===== src/rtl/proc_pkg.sv =====
// Shared types and constants for the UART receive packer.
// UART_RX_PARITY_EN adds an even-parity state to the receiver enum.
package proc_pkg;

   localparam int unsigned NUM_LANES = 4;
   localparam int unsigned WORD_W    = 32;

   typedef enum logic [2:0] {
      ST_IDLE,
      ST_START,
      ST_DATA,
`ifdef UART_RX_PARITY_EN
      ST_PARITY,
`endif
      ST_STOP
   } rx_state_t;

   // Lane 3 ([31:24]) takes byte index 0, so the first byte lands in the MSBs.
   function automatic logic [WORD_W-1:0] lane_insert(input logic [WORD_W-1:0] w,
                                                     input logic [7:0]        b,
                                                     input logic [1:0]        idx);
      logic [WORD_W-1:0] r;
      int unsigned       sh;
      r  = w;
      sh = 8 * (NUM_LANES - 1 - 32'(idx));
      r[sh +: 8] = b;
      return r;
   endfunction

endpackage


===== src/rtl/uart_rx_core.sv =====
// UART byte receiver: 2-flop synchronizer, framing FSM and bit timer.
// UART_RX_PARITY_EN enables an even-parity bit checked after the data bits.
module uart_rx_core
   import proc_pkg::*;
#(
   parameter int unsigned CLKS_PER_BIT = 868
) (
   input  logic       clk,
   input  logic       rst_n,
   input  logic       uart_rx,
   output logic [7:0] rx_byte,
   output logic       byte_valid,
   output logic       frame_err,
   output logic       busy
);

   localparam int unsigned    TW     = $clog2(CLKS_PER_BIT);
   localparam logic [TW-1:0]  FULL_T = TW'(CLKS_PER_BIT - 1);
   localparam logic [TW-1:0]  HALF_T = TW'(CLKS_PER_BIT / 2 - 1);

   rx_state_t     state;
   logic          rx_meta;
   logic          rx_s;
   logic          rx_prev;
   logic [TW-1:0] timer;
   logic [2:0]    bit_idx;
   logic [7:0]    shreg;
   logic          stop_ok;
`ifdef UART_RX_PARITY_EN
   logic          par_ok;

   assign stop_ok = rx_s & par_ok;
`else
   assign stop_ok = rx_s;
`endif

   assign busy = (state != ST_IDLE);

   always_ff @(posedge clk or negedge rst_n) begin
      if (!rst_n) begin
         rx_meta    <= 1'b1;
         rx_s       <= 1'b1;
         rx_prev    <= 1'b1;
         state      <= ST_IDLE;
         timer      <= '0;
         bit_idx    <= '0;
         shreg      <= '0;
         rx_byte    <= '0;
         byte_valid <= 1'b0;
         frame_err  <= 1'b0;
`ifdef UART_RX_PARITY_EN
         par_ok     <= 1'b0;
`endif
      end else begin
         rx_meta    <= uart_rx;
         rx_s       <= rx_meta;
         rx_prev    <= rx_s;
         byte_valid <= 1'b0;
         frame_err  <= 1'b0;
         case (state)
            // Only a high-to-low transition starts a frame, so a held break
            // waits here until the line idles high again.
            ST_IDLE: begin
               timer <= '0;
               if (rx_prev && !rx_s) state <= ST_START;
            end
            ST_START: begin
               if (timer == HALF_T) begin
                  timer   <= '0;
                  bit_idx <= '0;
                  state   <= rx_s ? ST_IDLE : ST_DATA;
               end else begin
                  timer <= timer + TW'(1);
               end
            end
            ST_DATA: begin
               if (timer == FULL_T) begin
                  timer   <= '0;
                  shreg   <= {rx_s, shreg[7:1]};
                  bit_idx <= bit_idx + 3'd1;
                  if (bit_idx == 3'd7) begin
`ifdef UART_RX_PARITY_EN
                     state <= ST_PARITY;
`else
                     state <= ST_STOP;
`endif
                  end
               end else begin
                  timer <= timer + TW'(1);
               end
            end
`ifdef UART_RX_PARITY_EN
            ST_PARITY: begin
               if (timer == FULL_T) begin
                  timer  <= '0;
                  par_ok <= (rx_s == ^shreg);
                  state  <= ST_STOP;
               end else begin
                  timer <= timer + TW'(1);
               end
            end
`endif
            // Returns to IDLE mid stop bit so back-to-back frames are caught.
            ST_STOP: begin
               if (timer == FULL_T) begin
                  timer <= '0;
                  state <= ST_IDLE;
                  if (stop_ok) begin
                     byte_valid <= 1'b1;
                     rx_byte    <= shreg;
                  end else begin
                     frame_err  <= 1'b1;
                  end
               end else begin
                  timer <= timer + TW'(1);
               end
            end
            default: state <= ST_IDLE;
         endcase
      end
   end

endmodule


===== src/rtl/uart_rx_packer.sv =====
// Packs received UART bytes (first byte in MSBs) into 32-bit words on a valid/ready port.
// Define UART_RX_PARITY_EN for even-parity frames.
module uart_rx_packer
   import proc_pkg::*;
#(
   parameter int unsigned CLKS_PER_BIT = 868
) (
   input  logic              clk,
   input  logic              rst_n,
   input  logic              uart_rx,
   output logic [WORD_W-1:0] Tx_data,
   output logic              Tx_valid,
   input  logic              Tx_ready,
   output logic              frame_err,
   output logic              overflow,
   output logic              busy
);

   logic [7:0]        rx_byte;
   logic              byte_valid;
   logic [WORD_W-1:0] asm_word;
   logic [1:0]        byte_idx;
   logic              asm_full;

   logic [WORD_W-1:0] asm_w;
   logic [1:0]        idx_w;
   logic              full_w;
   logic              ovf_w;
   logic              load;

   uart_rx_core #(
      .CLKS_PER_BIT(CLKS_PER_BIT)
   ) u_core (
      .clk       (clk),
      .rst_n     (rst_n),
      .uart_rx   (uart_rx),
      .rx_byte   (rx_byte),
      .byte_valid(byte_valid),
      .frame_err (frame_err),
      .busy      (busy)
   );

   // The output load looks at the post-commit assembly so a fourth byte
   // reaches Tx_data one cycle after it commits.
   always_comb begin
      asm_w  = asm_word;
      idx_w  = byte_idx;
      full_w = asm_full;
      ovf_w  = 1'b0;
      if (byte_valid) begin
         if (asm_full) begin
            ovf_w = 1'b1;
         end else begin
            asm_w = lane_insert(asm_word, rx_byte, byte_idx);
            idx_w = byte_idx + 2'd1;
            if (byte_idx == 2'd3) full_w = 1'b1;
         end
      end
      load = full_w && (!Tx_valid || Tx_ready);
   end

   always_ff @(posedge clk or negedge rst_n) begin
      if (!rst_n) begin
         asm_word <= '0;
         byte_idx <= '0;
         asm_full <= 1'b0;
         Tx_data  <= '0;
         Tx_valid <= 1'b0;
         overflow <= 1'b0;
      end else begin
         asm_word <= asm_w;
         byte_idx <= idx_w;
         overflow <= ovf_w;
         if (load) begin
            Tx_data  <= asm_w;
            Tx_valid <= 1'b1;
            asm_full <= 1'b0;
         end else begin
            asm_full <= full_w;
            if (Tx_valid && Tx_ready) Tx_valid <= 1'b0;
         end
      end
   end

endmodule


===== config.mk =====
export PLATFORM = sky130hd
export DESIGN_NAME = uart_rx_packer
export DESIGN_NICKNAME = d
export VERILOG_FILES = /design/src/rtl/proc_pkg.sv /design/src/rtl/uart_rx_core.sv /design/src/rtl/uart_rx_packer.sv
export SDC_FILE = /design/constraint.sdc
export NUM_CORES = 1
export LEC_CHECK = 0
export ABC_CLOCK_PERIOD_IN_PS = 2200
export BUFFER_PORTS_ARGS = -buffer_cell sky130_fd_sc_hd__buf_2
export CAP_MARGIN = 20
export CORE_ASPECT_RATIO = 1.5
export CORE_UTILIZATION = 59
export DETAILED_ROUTE_END_ITERATION = 8
export GPL_ROUTABILITY_DRIVEN = 0
export HOLD_SLACK_MARGIN = 0.15
export PLACE_DENSITY = 0.79
export SLEW_MARGIN = 0
export SYNTH_ARGS = -nofsm -noshare
export SYNTH_HDL_FRONTEND = slang
export SYNTH_SLANG_ARGS = --single-unit

===== constraint.sdc =====
create_clock -name clk -period 2.2 [get_ports clk]
set_input_delay 0.11 -clock clk [delete_from_list [all_inputs] [get_ports clk]]
set_output_delay 0.11 -clock clk [all_outputs]
set_load 0.01 [all_outputs]

==> results by group, run 1 <==
Critical path
  – CP Max Fanout: 7
  – CP startpoint kind: register
  – Crit path kind: register to register
  – Worst Setup End Kind: register
  – Worst endpoint required time: 2.47 ns
  – Arrival @ worst endpoint: 2.34 ns

Timing
  – Min Tclk post-route: 2.071 ns
  – Final Hold Fails: 0
  – Final TNS setup: 0 ns
  – Worst-margin pin slew: 0.7728 ns
  – Unrepaired setup endpoints after global routing: true
  – Relative slew slack: 48.05%
  – # setup viols final: 0
  – Worst Skew: 0.008659 ns
  – Period utilization: 94.12%
  – F_max: 482.9 MHz
  – Final slew viol count: 0

Logic synthesis
  – Synthesized area per cell: 13.53 sq um
  – Post-synthesis sequential area ratio: 59.64%
  – Synth cell types: 47
  – Prevailing post-synth register cell: dfrtp_1
  – Yosys warnings: 0
  – EDFF count, synth: 0
  – Post-synth ARST share: 100.0%
  – Net count of the mapped netlist: 345
  – Register bit count reported by yosys: 105
  – Synthesized cell area: 4412 sq um
  – Cells after Synth: 326

Pwr
  – Power Density: 793.5 nW/um^2
  – P_leak: 2.605 nW
  – Worst VDD drop: 0.8072 mV
  – Pwr Total: 4.056 mW

GRT
  – Initial antenna violation count: 0
  – Total grt overflow: 0
  – Pin count of the biggest net entering global routing: 59
  – GR Util All Layers: 23.35%
  – First-pass GRT wire length: 13580 microns
  – Vias in the first global route: 2827

Final layout
  – Layout area overhead: 15.85%
  – Commonest non-fill, non-tap cell in the layout: dfrtp_1
  – Non-filler cells, final: 495
  – Area occupied by multi-input gates: 1708 sq um
  – Most frequent cells in the layout: dfrtp_1 (101), mux2_2 (48), buf_2 (38)
  – Filler instances: 523
  – Total area of sequential cells: 2633 sq um
  – Nets@finish: 409
  – Ant. Diodes: 0
  – Layout cell share with drive strength beyond 1: 34.43%

Clock network
  – Clock Pin Slew Worst Setup and Hold Paths: 0.10 ns
  – CTS Buf Count: 9
  – Clock sink total: 105
  – Worst-case clock buffer depth: 2
  – H-tree depth: 3
  – CTS tree: done
  – Clk Latency, worst-skew pair: 0.37 ns
  – Post-CTS Setup Bufs: 0
  – CTS Root Cell: clkbuf_8

Routing
  – DRC viols: 0
  – Via count: 2811
  – DR pass1 iterations: 4
  – Routed Antenna Nets: 0
  – Wirelength, routed: 8190 microns
  – Drt via density: 5.679
  – Average routed wire per standard cell: 16.55 microns
  – DR iter-0 viols: 187

Floorplan
  – Die X: 72.61 microns
  – # rows: 38
  – Die Ht: 107.9 microns
  – Initial Utilization: 61.05%
  – I/O pins: 40
  – Total die area: 7834 sq um
  – Core area: 7227 sq um

Status
  – Status: completed

Hold path
  – Worst hold path type: primary input to async pin

Placed design
  – Detailed Place HPWL: 5801 microns
  – Port buffer count: 39
  – Dpl cells: 476

Run
  – Max-Cap Viols: 0
## logic make-up after synthesis
kind of cell    count (synthesis)  share of synthesized area [%]
fa+ha+maj                      15                          4.254
buf+inv                        23                          2.014
flops                         105                          59.64
simple gates                   68                          9.331
compound gates                 61                          11.17
mux                            52                          13.19
xor+xnor                        2                         0.3971
## power breakdown
group / internal (mW) / total [mW] / switching, mW
combinational: 0.351 / 0.822 / 0.471
clock: 0.535 / 1.19 / 0.658
sequential: 1.99 / 2.04 / 0.0510
## repair_timing
action,4_1_cts,5_1_grt
endpoints found under the hold margin,50,0
gates resized for setup,0,3
setup endpoints to repair,0,8
hold buffers,3,0
## worst max-delay path, cell delays in order (launching register included)
cell and delay [ns]:
dfrtp_2 0.42, ha_1 0.15, or4bb_1 0.47, o31a_1 0.32, or3_4 0.36, o31a_1 0.24
## stage by stage
| stage | area [sq um] | utilization (%) | setup slack, ns | hold WS [ns] |
|---|---|---|---|---|
| 5_1_grt | 5111 | 70.72 | -0.01140 | 0.3468 |
| 3_3_place_gp | 4863 | 67.30 | 0.1490 | 0.1529 |
| 2_1_floorplan | 4412 | - | 0.1913 | -0.1856 |
| 4_1_cts | 5096 | 70.52 | 0.08398 | 0.2892 |
| 6_report | 5111 | 70.72 | 0.1294 | 0.2936 |
| 3_5_place_dp | 4863 | 67.30 | 0.1059 | 0.1653 |
## cell type report
type,count,share of cell area (%)
Sequential cell,105,51.51
Multi-Input combinational cell,198,33.41
Timing Repair Buffer,62,7.638
Tap cell,100,2.448
Clock buffer,9,2.424
Clock inverter,7,1.542
Inverter,14,1.028
## sequential cells by signal, summed over array words and instances, names as in the netlist
register           flops
u_core.byte_valid      1
byte_idx               2
u_core.state           2
asm_word              32
Tx_valid               1
u_core.frame_err       1
u_core.timer          10
u_core.shreg           8
u_core.rx_s            1
u_core.rx_prev         1
u_core.bit_idx         3
u_core.rx_byte         8
u_core.rx_meta         1
asm_full               1
overflow               1
Tx_data               32
## worst paths after layout
kind                                 startpoint               to  slack [ns]  depth (start not counted)
worst max-delay path            u_core.timer[0]  u_core.state[1]        0.13                          5
worst min-delay path                      rst_n       Tx_data[4]        0.29                          2
worst max register to register  u_core.timer[0]  u_core.state[1]        0.13                          5
worst min register to register   u_core.rx_meta      u_core.rx_s        0.36                          0
max in group asynchronous                 rst_n   u_core.rx_meta        1.16                          3
min in group clk                 u_core.rx_meta      u_core.rx_s        0.36                          0
## layer usage
layer	vias to the layer above	GRT usage [%]	share of wire, %
met1	1423	28.02	42
met4	0	14.29	3.1
li1	1323	-	-
met5	-	0	0
met2	47	38.85	53
met3	18	4.026	2.1
## synthesized netlist by cell type, drive strengths merged (5+ instances only)
cell    instances  area (sq um)
ha             15         187.7
a22o           32         280.3
o21ai           6         30.03
inv            14         52.55
o211ai          5         37.54
nand3b          5         50.05
nor2            7         26.28
clkbuf          5         18.77
dfrtp         102          2552
mux2           49         551.8
nor2b           5         31.28
nand2          22         82.58
No activity file was read; power rests on OpenSTA's default activity.
==> run 2: changes to the inputs <==
--- a/config.mk
+++ b/config.mk
@@ -9,11 +9,11 @@
 export BUFFER_PORTS_ARGS = -buffer_cell sky130_fd_sc_hd__buf_2
 export CAP_MARGIN = 20
 export CORE_ASPECT_RATIO = 1.5
-export CORE_UTILIZATION = 59
+export CORE_UTILIZATION = 56
 export DETAILED_ROUTE_END_ITERATION = 8
 export GPL_ROUTABILITY_DRIVEN = 0
 export HOLD_SLACK_MARGIN = 0.15
-export PLACE_DENSITY = 0.79
+export PLACE_DENSITY = 0.76
 export SLEW_MARGIN = 0
 export SYNTH_ARGS = -nofsm -noshare
 export SYNTH_HDL_FRONTEND = slang
==> results by group, run 2 (synthesis gave the netlist of run 1 again) <==
Timing
  – Final Hold Fails: 0
  – Final slew viol count: 0
  – Period utilization: 95.20%
  – Worst-margin pin slew: 0.5669 ns
  – Final setup margin: 0.1056 ns
  – Worst Skew: 0.005871 ns
  – Final TNS setup: 0 ns
  – Min Tclk post-route: 2.094 ns
  – Relative slew slack: 62.21%
  – # setup viols final: 0
  – F_max: 477.5 MHz
  – Unrepaired setup endpoints after global routing: false

Final layout
  – Nets@finish: 406
  – Commonest non-fill, non-tap cell in the layout: dfrtp_1
  – Layout cell share with drive strength beyond 1: 33.16%
  – Largest regs: Tx_data: 32 flops, asm_word: 32 flops, u_core.timer: 10 flops
  – Ant. Diodes: 0
  – Final core utilization: 68.43%
  – Most frequent cells in the layout: dfrtp_1 (102), mux2_2 (48), buf_2 (38)
  – Layout area overhead: 18.07%

Critical path
  – FF-to-FF path depth: 6
  – CP startpoint kind: register
  – Slowest cell on crit path: or4bb_1
  – Crit path largest cell delay: 0.49 ns
  – FF-to-FF Start: u_core.timer[1]
  – R2R setup slack: 0.11 ns
  – Worst Setup End Kind: register
  – Reg2Reg Capture Point: u_core.state[1]
  – Most used cell, CP: o31a_1
  – Critical path, cell by cell: inv_1, ha_1, or4bb_1, o31a_1, or3_4, o31a_1
  – Arrival @ worst endpoint: 2.33 ns
  – Worst endpoint required time: 2.43 ns
  – Crit path kind: register to register
  – CP Max Fanout: 7

Run
  – Max-Cap Viols: 0

Hold path
  – Worst hold path type: primary input to async pin

GRT
  – Vias in the first global route: 2856
  – Initial antenna violation count: 0
  – Pin count of the biggest net entering global routing: 46
  – Total grt overflow: 0
  – First-pass GRT wire length: 14070 microns
  – GR Util All Layers: 23.18%

Routing
  – DR iter-0 viols: 187
  – Wirelength, routed: 8601 microns
  – DRC viols: 0
  – Via count: 2816
  – Drt via density: 5.700
  – Average routed wire per standard cell: 17.41 microns
  – DR pass1 iterations: 4
  – Routed Antenna Nets: 0

Floorplan
  – I/O pins: 40
  – Die X: 74.47 microns
  – Initial Utilization: 57.96%
  – Core area: 7612 sq um
  – Die Ht: 110.7 microns
  – Total die area: 8244 sq um
  – # rows: 39

Clock network
  – CTS Buf Count: 9
  – Clock Pin Slew Worst Setup and Hold Paths: 0.07 ns
  – CTS tree: done
  – Post-CTS Setup Bufs: 0
  – H-tree depth: 3
  – Clk Latency, worst-skew pair: 0.35 ns
  – CTS Root Cell: clkbuf_16
  – Worst-case clock buffer depth: 2
  – Clock sink total: 105

Pwr
  – Clk pwr share: 35.6%
  – Worst VDD drop: 0.7996 mV
  – Power Density: 847.7 nW/um^2
  – Pint: 3.242 mW
  – Sw Ratio: 26.58%
  – P_leak: 2.630 nW
  – Combinational power share: 18.2%
  – Sw Pwr: 1.174 mW
  – Sequential share of power: 46.2%

Status
  – Status: completed

Placed design
  – Pre-CTS setup slack: 0.04340 ns
  – Port buffer count: 39
  – Detailed Place HPWL: 5920 microns
[run 2: cell types whose count changed in the layout (fill, tap and decap cells not counted), moves of 2 or more]
cell and change:
buf_4 -4, clkinv_4 -4, clkbuf_16 +9, clkbuf_8 -8, nor4_2 -2, clkbuf_1 +3
nor4_4 +2
[run 2: critical path: cells and delay by family (launching register included)]
family	cells	cell delay, ns
flip-flops	1	0.38
AND/OR/NAND/NOR	2	0.85
adder cells (fa/ha/maj)	1	0.12
buffers and inverters	1	0.06
AO/OA/AOI/OAI	2	0.58
[run 2: how the worst max path moves through the flow]
stage	startpoint	endpoint	slack, ns	cells past startpoint
after floorplan	u_core.timer[1]	u_core.state[1]	0.19	6
after global placement	byte_idx[0]	Tx_data[2]	0.08	5
after detailed placement	byte_idx[0]	Tx_data[0]	0.04	5
after CTS	byte_idx[0]	Tx_data[13]	0.02	7
after global routing	byte_idx[0]	Tx_data[16]	0.003	6
final	u_core.timer[1]	u_core.state[1]	0.11	6
[run 2: stage by stage]
step	power, mW	hold slack (ns)	instances	cell area, sq um
2_1_floorplan	2.591	-0.1856	326	4412
3_3_place_gp	2.855	0.1322	475	4856
3_5_place_dp	2.875	0.1403	475	4856
4_1_cts	4.441	0.3158	494	5181
5_1_grt	4.603	0.3532	494	5209
6_report	4.415	0.3002	494	5209
[run 2: timing repair]
item                                    in CTS  in global routing
endpoints found under the setup margin       1                 27
hold buffers                                 3                  0
resized for setup                            1                  4
endpoints found under the hold margin       46                  0
[run 2: area by class of cell]
cell class / instances / area (sq um)
Clock buffer: 13 / 250.2
Timing Repair Buffer: 59 / 380.4
Inverter: 14 / 52.55
Fill cell: 599 / 2404
Multi-Input combinational cell: 198 / 1727
Clock inverter: 3 / 40.04
Tap cell: 102 / 127.6
Sequential cell: 105 / 2631
[run 2: power groups by stage]
stage,clock network [mW],registers [mW],logic [mW]
finish,1.57,2.04,0.803
CTS,1.59,2.04,0.808
floorplan,0,2.07,0.517
global placement,0,2.07,0.784
global route,1.67,2.04,0.885
detailed placement,0,2.08,0.799
[run 2: layer usage]
layer / part of all wire, % / GRT usage (%) / wire length, microns / up-vias
li1: - / - / - / 1309
met1: 41 / 28.44 / 3542 / 1438
met2: 53 / 38.50 / 4556 / 56
met3: 4.0 / 6.273 / 342 / 13
met4: 1.9 / 8.176 / 161 / 0
met5: 0 / 0 / 0 / -
